<file path="config.mk">
export PLATFORM = sky130hd
export DESIGN_NAME = change_dispenser
export DESIGN_NICKNAME = d
export VERILOG_FILES = /design/src/rtl/change_dispenser.sv
export SDC_FILE = /design/constraint.sdc
export NUM_CORES = 1
export LEC_CHECK = 0
export ABC_AREA = 1
export BUFFER_PORTS_ARGS = -buffer_cell sky130_fd_sc_hd__buf_2
export CAP_MARGIN = 10
export CORE_ASPECT_RATIO = 0.7
export CORE_MARGIN = 4
export CORE_UTILIZATION = 54
export CTS_CLUSTER_DIAMETER = 120
export DETAILED_ROUTE_END_ITERATION = 16
export GPL_TIMING_DRIVEN = 1
export HOLD_SLACK_MARGIN = 0.15
export PLACE_DENSITY = 0.89
export SLEW_MARGIN = 20
export SYNTH_ARGS = -nofsm -noshare
export SYNTH_HDL_FRONTEND = slang
export SYNTH_SLANG_ARGS = --single-unit
</file>
<file path="constraint.sdc">
create_clock -name i_clk -period 1.8 [get_ports i_clk]
set_input_delay 0.36 -clock i_clk [delete_from_list [all_inputs] [get_ports i_clk]]
set_output_delay 0.36 -clock i_clk [all_outputs]
set_load 0.005 [all_outputs]
</file>
<file path="src/rtl/change_dispenser.sv">
// Change dispenser: after a vend, pays saldo-PRICE one coin at a time (20/10/5),
// greedy largest-first against per-coin stock, then reports completion and any shortfall.
//
// state  | meaning
// IDLE   | waiting for vend; refill via load accepted here
// SELECT | pick the largest payable coin, or finish
// OFFER  | coin presented to ejector until coin_ack
// FINISH | done pulse, err valid
module change_dispenser #(
    parameter logic [5:0] PRICE  = 6'd40,
    parameter logic [3:0] INIT_N = 4'd8
) (
    input  logic       i_clk,
    input  logic       i_rst,
    input  logic       i_vend,
    input  logic [5:0] i_saldo,
    input  logic       i_load,
    input  logic [3:0] i_load_n20,
    input  logic [3:0] i_load_n10,
    input  logic [3:0] i_load_n5,
    output logic [4:0] o_coin,
    output logic       o_coin_valid,
    input  logic       i_coin_ack,
    output logic       o_busy,
    output logic       o_done,
    output logic       o_err,
    output logic [3:0] o_n20,
    output logic [3:0] o_n10,
    output logic [3:0] o_n5
);

    typedef enum logic [1:0] {S_IDLE, S_SELECT, S_OFFER, S_FINISH} state_t;

    state_t     r_state, w_state_nxt;
    logic [5:0] r_resto, w_resto_nxt;
    logic [4:0] r_coin, w_coin_nxt;
    logic       r_coin_valid, w_coin_valid_nxt;
    logic       r_done, w_done_nxt;
    logic       r_err, w_err_nxt;
    logic [3:0] r_n20, r_n10, r_n5;
    logic [3:0] w_n20_nxt, w_n10_nxt, w_n5_nxt;
    logic [4:0] w_pick;

    // Greedy choice; 0 means nothing payable (remainder 1..4 or stock exhausted)
    assign w_pick = (r_resto >= 6'd20 && r_n20 != 4'd0) ? 5'd20 :
                    (r_resto >= 6'd10 && r_n10 != 4'd0) ? 5'd10 :
                    (r_resto >= 6'd5  && r_n5  != 4'd0) ? 5'd5  : 5'd0;

    always_ff @(posedge i_clk) begin
        if (i_rst) begin
            r_state <= S_IDLE;
        end else begin
            r_state <= w_state_nxt;
        end
    end

    always_comb begin
        w_state_nxt = r_state;
        case (r_state)
            S_IDLE:   if (i_vend) w_state_nxt = (i_saldo >= PRICE) ? S_SELECT : S_FINISH;
            S_SELECT: w_state_nxt = (r_resto != 6'd0 && w_pick != 5'd0) ? S_OFFER : S_FINISH;
            S_OFFER:  if (i_coin_ack) w_state_nxt = S_SELECT;
            S_FINISH: w_state_nxt = S_IDLE;
            default:  w_state_nxt = S_IDLE;
        endcase
    end

    always_comb begin
        w_resto_nxt      = r_resto;
        w_coin_nxt       = r_coin;
        w_coin_valid_nxt = r_coin_valid;
        w_done_nxt       = 1'b0;
        w_err_nxt        = r_err;
        w_n20_nxt        = r_n20;
        w_n10_nxt        = r_n10;
        w_n5_nxt         = r_n5;
        case (r_state)
            S_IDLE: begin
                if (i_vend) begin
                    if (i_saldo >= PRICE) begin
                        w_resto_nxt = i_saldo - PRICE;
                    end else begin
                        w_err_nxt  = 1'b1;
                        w_done_nxt = 1'b1;
                    end
                end else if (i_load) begin
                    w_n20_nxt = i_load_n20;
                    w_n10_nxt = i_load_n10;
                    w_n5_nxt  = i_load_n5;
                end
            end
            S_SELECT: begin
                if (r_resto == 6'd0) begin
                    w_done_nxt = 1'b1;
                    w_err_nxt  = 1'b0;
                end else if (w_pick != 5'd0) begin
                    w_coin_nxt       = w_pick;
                    w_coin_valid_nxt = 1'b1;
                end else begin
                    w_done_nxt  = 1'b1;
                    w_err_nxt   = 1'b1;
                    w_resto_nxt = 6'd0;
                end
            end
            S_OFFER: begin
                if (i_coin_ack) begin
                    w_resto_nxt      = r_resto - {1'b0, r_coin};
                    w_coin_nxt       = 5'd0;
                    w_coin_valid_nxt = 1'b0;
                    case (r_coin)
                        5'd20:   w_n20_nxt = r_n20 - 4'd1;
                        5'd10:   w_n10_nxt = r_n10 - 4'd1;
                        5'd5:    w_n5_nxt  = r_n5 - 4'd1;
                        default: ;
                    endcase
                end
            end
            S_FINISH: begin
                w_err_nxt = 1'b0;
            end
            default: ;
        endcase
    end

    always_ff @(posedge i_clk) begin
        if (i_rst) begin
            r_resto      <= 6'd0;
            r_coin       <= 5'd0;
            r_coin_valid <= 1'b0;
            r_done       <= 1'b0;
            r_err        <= 1'b0;
            r_n20        <= INIT_N;
            r_n10        <= INIT_N;
            r_n5         <= INIT_N;
        end else begin
            r_resto      <= w_resto_nxt;
            r_coin       <= w_coin_nxt;
            r_coin_valid <= w_coin_valid_nxt;
            r_done       <= w_done_nxt;
            r_err        <= w_err_nxt;
            r_n20        <= w_n20_nxt;
            r_n10        <= w_n10_nxt;
            r_n5         <= w_n5_nxt;
        end
    end

    assign o_coin       = r_coin;
    assign o_coin_valid = r_coin_valid;
    assign o_busy       = (r_state != S_IDLE);
    assign o_done       = r_done;
    assign o_err        = r_err;
    assign o_n20        = r_n20;
    assign o_n10        = r_n10;
    assign o_n5         = r_n5;

endmodule

</file>
# After elaboration in Yosys (flattened, before gate mapping)
# Cells that the tools add are included.
[op_classes]
addsub = 5
order_cmp = 4
n_eq_ne = 19
muxes = 47
n_reduce_logical = 23
[ops]
columns = ["cell", "count"]
rows = [
  ["2-to-1 mux 4 bit", 13],
  ["2-to-1 mux 6 bit", 5],
  ["case mux 4 bit (2 select lines)", 3],
  ["2-to-1 mux 5 bit", 4],
  ["inequality test 2 bit, second input constant", 10],
  ["case mux 6 bit (3 select lines)", 1],
  ["AND reduction 5 bit", 3],
  ["2-to-1 mux 1 bit", 12],
  ["nonzero test 4 bit", 3],
  ["subtractor 4 x 1 -> 4 bit, second input constant", 3],
  ["case mux 5 bit (2 select lines)", 1],
  ["case mux 2 bit (4 select lines)", 1],
  ["AND reduction 4 bit", 2],
  [">= comparator 6 x 3 -> 1 bit, second input constant", 1],
  [">= comparator 6 x 4 -> 1 bit, second input constant", 1],
  [">= comparator 6 x 5 -> 1 bit, second input constant", 1],
  [">= comparator 6 bit, second input constant", 1],
  ["zero test 6 bit", 1],
  ["2-to-1 mux 2 bit", 3],
  ["AND reduction 6 bit", 1],
  ["nonzero test 2 bit", 3],
  ["nonzero test 3 bit", 2],
  ["nonzero test 6 bit", 1],
  ["subtractor 6 x 5 -> 6 bit", 1],
  ["15 further kinds", 21],
]
[totals]
reg_bits = 28
inputBits = 23

# Depth between registers and ports, before layout
# Gate-level depths: netlist of the first run.
[logic_depth]
word_depth = 9
ltp_mapped = 11
mapped_depth_nobuf = 11

# Least setup slack after synthesis of the first run
# No wires, ideal clock.
[synth_timing]
path_type = "register to register"
from = "register r_coin[0], in the netlist o_coin[0]"
to = "register r_resto[4]"
setup_time_ns = 0.113
arrival_ns = 1.429
slack_ns = 0.257
path_stages_with_launch = 10
n_path_buf = 0
path_cell_list = "dfxtp_1 -> ha_1 -> inv_1 -> fa_1 -> nand3_1 -> nand3b_1 -> nand3_1 -> nand2_1 -> o21ai_1 -> nor2_1"
[synth_via]
elab_chain_len = 3
[synth_rtl]
columns = ["item", "line", "text"]
rows = [
  ["from (decl)", "36", "logic [4:0] r_coin, w_coin_nxt;"],
  ["from (signal assigned)", "137", "r_coin <= w_coin_nxt;"],
  ["subtractor 6 x 5 -> 6 bit", "107", "w_resto_nxt = r_resto - {1'b0, r_coin};"],
  ["2-to-1 mux 6 bit", "106", "if (i_coin_ack) begin"],
  ["case mux 6 bit (3 select lines)", "77", "case (r_state)"],
  ["to (signal assigned)", "136", "r_resto <= w_resto_nxt;"],
  ["to (decl)", "35", "logic [5:0] r_resto, w_resto_nxt;"],
]
# No other way between the ends. The select of a mux whose other input is x is not followed.
# A chain may end at the register's enable or synchronous reset.

# Worst setup path after layout of the first run
[layout_timing]
from = "register r_state[1]"
to = "register r_resto[2]"
[layout_via]
elab_chain_len = 3
[layout_rtl]
columns = ["item", "line", "text"]
rows = [
  ["from (decl)", "34", "state_t r_state, w_state_nxt;"],
  ["from (signal assigned)", "53", "r_state <= w_state_nxt;"],
  ["equality test 2 x 1 -> 1 bit, or another cell as far along", "77", ""],
  ["inequality test 2 bit (no source line) or nonzero test 3 bit (tied branches)", "--", ""],
  ["AND reduction 6 bit (no source line)", "--", ""],
]
# Several ways; a longest one is shown, not always the timed one.

==> results of run 1 <==
==> kinds of logic after synthesis <==
kind of cell / count (synthesis) / share of synthesized area, %
flip-flops: 27 / 27.73
buffers and inverters: 52 / 10.46
adder cells (fa/ha/maj): 14 / 9.371
AO/OA/AOI/OAI: 65 / 18.55
AND/OR/NAND/NOR: 125 / 30.17
multiplexers: 2 / 1.027
XOR/XNOR: 6 / 2.696
==> sequential cells by signal, indices dropped and copies added, names as in the netlist <==
register,count
o_n5,4
r_state,2
o_coin,4
o_coin_valid,1
o_n20,4
r_resto,6
o_done,1
o_n10,4
o_err,1
==> critical path, cell delays in order (launching register included) <==
cell and delay (ns):
dfxtp_2 0.38, inv_1 0.11, ha_4 0.19, nand2_1 0.14, nand2_1 0.06, inv_1 0.10, o211ai_1 0.11, nor2_2 0.14
nand2_4 0.10, o21ai_0 0.17, nor2_1 0.06
==> Yosys cell counts <==
cell type,instances
nand2_1,51
inv_1,40
nor2_1,32
o21ai_0,29
dfxtp_1,27
nand3_1,21
a21oi_1,20
ha_1,13
inv_2,5
o21ai_1,5
nand2_2,4
nor2_2,4
xor2_1,4
a21oi_2,3
clkbuf_1,3
nand3_2,3
nand4_1,3
a31oi_1,2
mux2i_1,2
nand2_4,2
nand3b_1,2
o211ai_1,2
xnor2_1,2
a211oi_1,1
a22o_1,1
buf_2,1
buf_4,1
clkbuf_2,1
fa_1,1
inv_4,1
nand4_4,1
nor3b_1,1
o221ai_1,1
o22ai_2,1
or2_2,1
==> area by class of cell <==
type                    count  share of cell area, %
well taps                  47                  2.534
inverters                  46                  7.547
clock buffers               4                  1.941
multi-input cells         212                  53.64
repair buffers             48                  10.89
flip-flops and latches     27                  23.45
==> metrics by stage <==
step,utilization [%],std cells
after floorplan,-,291
after global placement,67.70,380
after detailed placement,67.70,380
after CTS,69.15,384
after global routing,70.40,384
final,70.40,384
==> report_power, final <==
| group | internal [W] | total [W] | switching, W |
|---|---|---|---|
| logic | 0.00114 | 0.00295 | 0.00181 |
| clock network | 0.000159 | 0.000345 | 0.000186 |
| registers | 0.000831 | 0.00103 | 0.000204 |
| total | 0.00213 | 0.00433 | 0.00220 |
==> what timing repair did <==
item,in CTS,in global routing
pin swaps,0,0
endpoints found under the setup margin,2,15
gates resized for setup,1,11
==> routing by layer <==
layer,track usage (%),part of all wire [%],up-vias
li1,-,-,1042
met1,31.70,47,902
met2,33.29,44,82
met3,4.658,8.1,6
met4,5.060,0.90,0
met5,0,0,-
==> how the worst max path moves through the flow <==
stage | startpoint | to | slack [ns] | cells after the start
5_1_grt | r_resto[0] | r_resto[4] | 0.001 | 10
6_report | r_state[1] | r_resto[2] | 0.14 | 10
2_1_floorplan | o_coin[0] | r_resto[4] | 0.26 | 9
3_3_place_gp | r_state[0] | r_resto[0] | 0.11 | 10
3_5_place_dp | r_state[0] | o_n5[1] | 0.03 | 9
4_1_cts | r_state[0] | r_resto[0] | 0.04 | 10
==> cells in the final DEF, fill, tap and decap left out, drive strengths merged, types with 2 or more instances in the layout <==
cell    synthesis  routed
o211ai          2       2
buf             2      48
a31oi           2       2
inv            46      46
clkbuf          4       4
nand4           4       4
xnor2           2       2
nand2          57      57
ha             13      13
nor2           36      36
mux2i           2       2
nand3b          2       2
o21ai          34      34
nand3          24      24
dfxtp          27      27
xor2            4       4
a21oi          23      23
==> out/qor.csv, run 1 <==
metric,value,unit
gr-total-overflow,0,
gp_congestion,0.9518,
reg2reg_from,r_state[1],
yosys-top-cells-area,"dfxtp_1 (28%), nand2_1 (9.8%), ha_1 (8.3%), inv_1 (7.7%), o21ai_0 (7.4%)",
drtAntennaViolNets,0,
wl_per_cell,13.05,um
antenna_found_initial,0,
diodes,0,
endpoint_kind,flip-flop,
cts_root_buffer,clkbuf_8,
cts_sinks,27,
crit_fanout,8,
core,3297,um^2
worst_ep_arrival_time,1.83,ns
ctsHoldBuffers,0,
fmax,601.3,MHz
synth-seq-cells,27,
grt_max_degree,18,
reg2reg_depth,10,
avgSynthCellArea,6.699,um^2
required,1.97,ns
fin_area,2321,um^2
wirelength,5012,um
multi_input_area,1245,um^2
maxCapViolCount,0,
r2r-end,r_resto[2],
clkLatencyLatePin,0.27,ns
tightest_slew,0.4945,ns
relSlewSlack,67.00,%
finalHoldViolations,0,
io_buffers,43,
die_w,79.81,um
finalMaxSlewViolations,0,
dp_hpwl,3809,um
dpl-instance-area,2232,um^2
outcome,"finished, final reports clean",
tns,0,ns
hp-start,i_vend,
finalSetupViolations,0,
grt_pass1_vias,1834,
die_area,4651,um^2
power,0.004326,W
syn_nets,328,
dr.pass1.iters,5,
period_minus_slack,1.663,ns
synthCells,291,
ir_drop,1.055,mV
rsz0062_at_grt,false,
io_pins,44,
seq_area,544.3,um^2
nFillCells,272,
yosys.area.top_type,dfxtp_1,
drc,0,
crit_type,flip-flop to flip-flop,
ys_warn_count,0,
finalCritPeriodShare,92.39,%
ys_seq_area_share,27.73,%
fin_skew,0.001926,ns
synth_top_area_share,27.73,%
cts_tree,done,
start_kind,flip-flop,
p_per_area,1864,nW/um^2
htreeDepth,1,
whs,0.3384,ns
initial_core_util,59.13,%
cts_made_buffers,3,
holdPathStages,3,
clock_path_buffers,2,
p_leak,1.169,nW
finalWorstSetupSlack,0.1370,ns
nNetsFinal,375,
drt-initial-drc-count,173,
place_worst_setup_slack,0.03281,ns
vias,2032,
cts_setup_buffers,0,
path_clk_slew,0.09,ns
viasPerCell,5.292,
rows,17,
syn_area,1949,um^2
holdPathEnd,o_done,
synth.distinct_cells,35,
grt_usage,21.88,%
hold_path_class,primary input to flip-flop,
die_h,58.27,um
syn_to_final_growth,19.06,%
drive_gt1_share,24.93,%
grt_pass1_wl,8190,um
rrSetupSlack,0.14,ns
Power figures use the tool's default switching activity.
==> run 2, diff against run 1 <==
--- a/config.mk
+++ b/config.mk
@@ -10,12 +10,13 @@
 export CAP_MARGIN = 10
 export CORE_ASPECT_RATIO = 0.7
 export CORE_MARGIN = 4
-export CORE_UTILIZATION = 54
+export CORE_UTILIZATION = 45
 export CTS_CLUSTER_DIAMETER = 120
+export CTS_CLUSTER_SIZE = 24
 export DETAILED_ROUTE_END_ITERATION = 16
 export GPL_TIMING_DRIVEN = 1
 export HOLD_SLACK_MARGIN = 0.15
-export PLACE_DENSITY = 0.89
+export PLACE_DENSITY = 0.77
 export SLEW_MARGIN = 20
 export SYNTH_ARGS = -nofsm -noshare
 export SYNTH_HDL_FRONTEND = slang
==> run 2 against run 1 <==
- non-clock buffer count did not move
- via count down 4.7%
- power down 2.9%
- hold slack worse by 0.0031 ns
- worst setup slack worse by 0.030 ns
- routed wire length decreased by 7.0%
- maximum frequency is 1.8% lower
- clock power grew 1%
- critical path depth down 1
- utilization is 14 points lower
- first-iteration DRC count rose by 16%
- critical path type unchanged
==> out/qor.csv, run 2 (synthesis gave the netlist of run 1 again) <==
metric,value,unit,change
antenna_found_initial,0,,unchanged
cts_sinks,27,,unchanged
largest_reg_flops,6,,unchanged
dp_cells,385,,was 380
initial_core_util,48.24,%,was 59.13%
whs,0.3354,ns,was 0.3384 ns
drtAntennaViolNets,0,,unchanged
finalMaxSlewViolations,0,,unchanged
p_per_area,1829,nW/um^2,was 1864 nW/um^2
start_kind,flip-flop,,unchanged
io_buffers,43,,unchanged
nFillCells,393,,was 272
mostFrequentLayoutCells,"nand2_1 (50), buf_2 (43), inv_1 (40)",,"was nand2_1 (50), buf_2 (43), inv_1 (39)"
final_cells,389,,was 384
finalSetupViolations,0,,unchanged
layout_commonest_cell,nand2_1,,unchanged
cts_root_buffer,clkbuf_8,,unchanged
die_w,86.67,um,was 79.81 um
cp.depth,9,,was 10
grt_pass1_wl,7714,um,was 8190 um
finalWorstSetupSlack,0.1070,ns,was 0.1370 ns
r2r-end,o_n5[0],,was r_resto[2]
relSlewSlack,67.06,%,was 67.00%
path_cells,inv_1 > ha_2 > inv_2 > o22ai_2 > nand2_1 > nor2_2 > inv_2 > o21ai_0 > a21oi_1,,was inv_1 > ha_4 > nand2_1 > nand2_1 > inv_1 > o211ai_1 > nor2_2 > nand2_4 > o21ai_0 > nor2_1
viasPerCell,4.979,,was 5.292
outcome,"finished, final reports clean",,unchanged
fmax,590.7,MHz,was 601.3 MHz
reg2reg_from,r_state[0],,was r_state[1]
wl_per_cell,11.98,um,was 13.05 um
htreeDepth,1,,unchanged
die_h,63.07,um,was 58.27 um
hold_path_class,primary input to flip-flop,,unchanged
cp-startpoint,r_state[0],,was r_state[1]
rrSetupSlack,0.11,ns,was 0.14 ns
period_minus_slack,1.693,ns,was 1.663 ns
endpoint_kind,flip-flop,,unchanged
clock_path_buffers,2,,unchanged
place_worst_setup_slack,0.06846,ns,was 0.03281 ns
dp_hpwl,3663,um,was 3809 um
required,1.97,ns,about the same
holdPathEnd,o_done,,unchanged
top_register,r_resto,,unchanged
grt_usage,17.34,%,was 21.88%
finalCritPeriodShare,94.06,%,was 92.39%
finalHoldViolations,0,,unchanged
grt_pass1_vias,1652,,"was 1,834"
cts_made_buffers,3,,unchanged
clkLatencyLatePin,0.28,ns,was 0.27 ns
die_area,5466,um^2,was 4651 um^2
grt_max_degree,18,,unchanged
drc,0,,unchanged
holdPathStages,3,,unchanged
syn_to_final_growth,17.84,%,was 19.06%
cts_tree,done,,unchanged
core,4041,um^2,was 3297 um^2
drive_gt1_share,24.33,%,was 24.93%
cp_top_family,compound AO/OA/AOI/OAI gates,,was simple AND/OR/NAND/NOR gates
path_clk_slew,0.09,ns,about the same
crit_type,flip-flop to flip-flop,,unchanged
hp-start,i_vend,,unchanged
gr-total-overflow,0,,unchanged
wirelength,4659,um,was 5012 um
maxCapViolCount,0,,unchanged
worst_ep_arrival_time,1.87,ns,was 1.83 ns
drt-initial-drc-count,201,,was 173
reg2reg_depth,9,,was 10
gp_congestion,0.9678,,was 0.9518
cts_setup_buffers,0,,unchanged
vias,1937,,"was 2,032"
p_leak,1.172,nW,was 1.169 nW
dr.pass1.iters,4,,was 5
crit_top_cell,inv_2,,
rsz0062_at_grt,true,,was false
diodes,0,,unchanged
rows,19,,was 17
fin_skew,0.004788,ns,was 0.001926 ns
ir_drop,0.8528,mV,was 1.055 mV
cp_slowest_cell,dfxtp_2,,unchanged
max_stage_delay,0.35,ns,was 0.38 ns
fin_util,56.84,%,was 70.40%
worst-path-buf-inv,3,,was 2
tns,0,ns,unchanged
nNetsFinal,375,,unchanged
crit_fanout,7,,was 8
tightest_slew,0.4935,ns,was 0.4945 ns
io_pins,44,,unchanged
-- run 2: cell counts in the layout (fill, tap and decap cells not counted) --
Identical to the previous run, type by type.
-- run 2: through the flow --
stage	area (um^2)	power [W]
after floorplan	1949	0.003100
after global placement	2238	0.003772
after detailed placement	2238	0.003796
after CTS	2283	0.004163
after global routing	2297	0.004690
final	2297	0.004202
-- run 2: routing by layer --
| metal | track usage, % | vias to the layer above | share of wire [%] |
|---|---|---|---|
| met2 | 24.24 | 49 | 39 |
| met5 | 0 | - | 0 |
| met1 | 27.39 | 838 | 53 |
| met3 | 3.776 | 4 | 7.3 |
| met4 | 2.335 | 0 | 0.58 |
| li1 | - | 1046 | - |
-- run 2: worst max path at each step --
stage                       endpoint  slack, ns
final                        o_n5[0]       0.11
after global routing         o_n5[1]      -0.02
after CTS                    o_n5[0]       0.05
after detailed placement  r_resto[0]       0.07
after global placement    r_resto[2]        0.1
after floorplan           r_resto[4]       0.26
-- run 2: repair_timing --
| action | in CTS | in global routing |
|---|---|---|
| hold buffers | 0 | 0 |
| endpoints found under the setup margin | 0 | 18 |
| gates resized for setup | 0 | 8 |
-- run 2: cell type report --
| class | count | area, um^2 | share of cell area [%] |
|---|---|---|---|
| Multi-Input combinational cell | 212 | 1215 | 52.89 |
| Sequential cell | 27 | 544.3 | 23.69 |
| Timing Repair Buffer | 48 | 252.7 | 11.00 |
| Inverter | 46 | 175.2 | 7.625 |
| Tap cell | 52 | 65.06 | 2.832 |
| Clock buffer | 4 | 45.04 | 1.961 |
-- run 2: worst register-to-register path, cell delays in order, from the launching register on --
cell     delay (ns)
dfxtp_2        0.35
inv_1          0.11
ha_2           0.24
inv_2          0.10
o22ai_2        0.16
nand2_1        0.14
nor2_2         0.20
inv_2          0.08
o21ai_0        0.15
a21oi_1        0.05
-- run 2: report_power, final --
part	internal (W)	switching (W)	leakage (nW)
logic	0.00110	0.00173	0.926
clock network	0.000159	0.000191	0.0228
registers	0.000830	0.000191	0.223
total	0.00209	0.00212	1.17
==> run 3, diff against run 2 <==
==> constraint.sdc (replaced) <==
create_clock -name i_clk -period 2.08 [get_ports i_clk]
set_input_delay 0.416 -clock i_clk [delete_from_list [all_inputs] [get_ports i_clk]]
set_output_delay 0.416 -clock i_clk [all_outputs]
set_load 0.1 [all_outputs]
==> run 3 against run 2 <==
- hold slack better by 0.062 ns
- critical path depth is 5 lower
- first-iteration DRC count is 31% lower
- flip-flop and latch count stayed put
- highest routed layer unchanged
- worst setup slack worse by 0.0040 ns
- design area is 0.44% lower
- via count is 0.10% lower
- critical path type is now flip-flop to output pin
- register-to-register slack better by 0.12 ns
==> out/qor.csv, run 3 (synthesis gave the netlist of run 1 again) <==
metric,value,unit,change
outcome,"finished, final reports clean",,unchanged
clkLatencyLatePin,0.28,ns,about the same
cts_made_buffers,3,,unchanged
ctsHoldBuffers,0,,unchanged
endpoint,o_busy,,was o_n5[0]
required,1.66,ns,was 1.97 ns
cts_tree,done,,unchanged
die_area,5466,um^2,unchanged
grt_pass1_wl,8135,um,was 7714 um
endpoint_kind,output pin,,was flip-flop
cp-startpoint,r_state[0],,unchanged
max_stage_delay,0.41,ns,was 0.35 ns
cp_slowest_cell,dfxtp_1,,was dfxtp_2
worst_ep_arrival_time,1.56,ns,was 1.87 ns
reg2reg_depth,10,,was 9
tns,0,ns,unchanged
io_pins,44,,unchanged
rrSetupSlack,0.23,ns,was 0.11 ns
clock_path_buffers,2,,unchanged
top_register,r_resto,,unchanged
viasPerCell,5.000,,was 4.979
finalMaxSlewViolations,0,,unchanged
drive_gt1_share,25.37,%,was 24.33%
initial_core_util,48.24,%,unchanged
diodes,0,,unchanged
io_buffers,43,,unchanged
r2r-end,r_resto[2],,was o_n5[0]
core,4041,um^2,unchanged
gp_congestion,0.8535,,was 0.9678
wl_per_cell,12.50,um,was 11.98 um
whs,0.3969,ns,was 0.3354 ns
grt_pass1_vias,1724,,"was 1,652"
die_w,86.67,um,unchanged
drc,0,,unchanged
wirelength,4839,um,was 4659 um
dr.pass1.iters,4,,unchanged
start_kind,flip-flop,,unchanged
syn_to_final_growth,17.33,%,was 17.84%
mostFrequentLayoutCells,"nand2_1 (51), buf_2 (42), inv_1 (39)",,"was nand2_1 (50), buf_2 (43), inv_1 (40)"
cts_sinks,27,,unchanged
layout_commonest_cell,nand2_1,,unchanged
fmax,505.8,MHz,
grt_usage,18.31,%,was 17.34%
rsz0062_at_grt,false,,was true
period_minus_slack,1.977,ns,
die_h,63.07,um,unchanged
hold_path_class,primary input to flip-flop,,unchanged
crit_fanout,5,,was 7
crit_type,flip-flop to output pin,,was flip-flop to flip-flop
nNetsFinal,373,,was 375
htreeDepth,1,,unchanged
finalSetupViolations,0,,unchanged
drt-initial-drc-count,139,,was 201
cts_root_buffer,clkbuf_8,,unchanged
vias,1935,,"was 1,937"
rows,19,,unchanged
reg2reg_from,r_state[0],,unchanged
largest_reg_flops,6,,unchanged
gr-total-overflow,0,,unchanged
finalCritPeriodShare,95.05,%,
tightest_slew,0.4982,ns,was 0.4935 ns
antenna_found_initial,0,,unchanged
path_cells,inv_1 > ha_1 > clkinvlp_4 > clkbuf_4,,was inv_1 > ha_2 > inv_2 > o22ai_2 > nand2_1 > nor2_2 > inv_2 > o21ai_0 > a21oi_1
drtAntennaViolNets,0,,unchanged
fin_skew,0.0009524,ns,was 0.004788 ns
finalHoldViolations,0,,unchanged
grt_max_degree,18,,unchanged
relSlewSlack,66.75,%,was 67.06%
path_clk_slew,0.09,ns,about the same
dp_hpwl,3840,um,was 3663 um
maxCapViolCount,0,,unchanged
## run 3: changes by cell type in the layout (fill, tap and decap cells not counted), sizes merged
cell,delta
clkinvlp,+1
clkinv,+1
buf,-3
inv,-1
## run 3: layer usage
metal | vias up | share of wire, % | track usage (%)
li1 | 1035 | - | -
met1 | 852 | 53 | 27.98
met2 | 44 | 41 | 26.43
met3 | 4 | 5.6 | 4.036
met4 | 0 | 0.58 | 2.918
met5 | - | 0 | 0
## run 3: final cells by class
cell class	instances	area [um^2]
inverters	46	178.9
clock inverters	1	5.005
well taps	52	65.06
clock buffers	3	41.29
flip-flops and latches	27	551.8
repair buffers	46	240.2
multi-input cells	212	1205
fillers	386	1754
## run 3: critical path, delay by kind of cell, from the launching register on
family | cells | cell delay, ns
adder cells (fa/ha/maj) | 1 | 0.30
flip-flops | 1 | 0.41
buffers and inverters | 3 | 0.57
## run 3: what timing repair did
item,4_1_cts,5_1_grt
endpoints found under the setup margin,0,1
gates resized for setup,0,1
buffers inserted,0,0
## run 3: metrics by stage
stage               worst slack [ns]  area, um^2  util (%)  cells
global placement              0.3207        2238     55.39    383
finish                        0.1029        2287     56.59    387
detailed placement            0.2817        2238     55.39    383
floorplan                    0.02323        1964         -    291
global route                 0.03696        2287     56.59    387
CTS                          0.01546        2285     56.53    387
## run 3: worst min-delay path by stage
stage	start	endpoint	slack [ns]	cells past startpoint
after floorplan	r_resto[0]	r_resto[0]	0.49	2
after global placement	o_coin_valid	o_coin_valid	0.46	2
after detailed placement	o_coin_valid	o_coin_valid	0.47	2
after CTS	i_vend	o_done	0.39	3
after global routing	i_vend	o_done	0.42	3
final	i_vend	o_done	0.40	3
Power of run 3 is left out: the tool's default activity adds up to more than one toggle a clock period on the data nets, which glitch-free logic cannot reach.
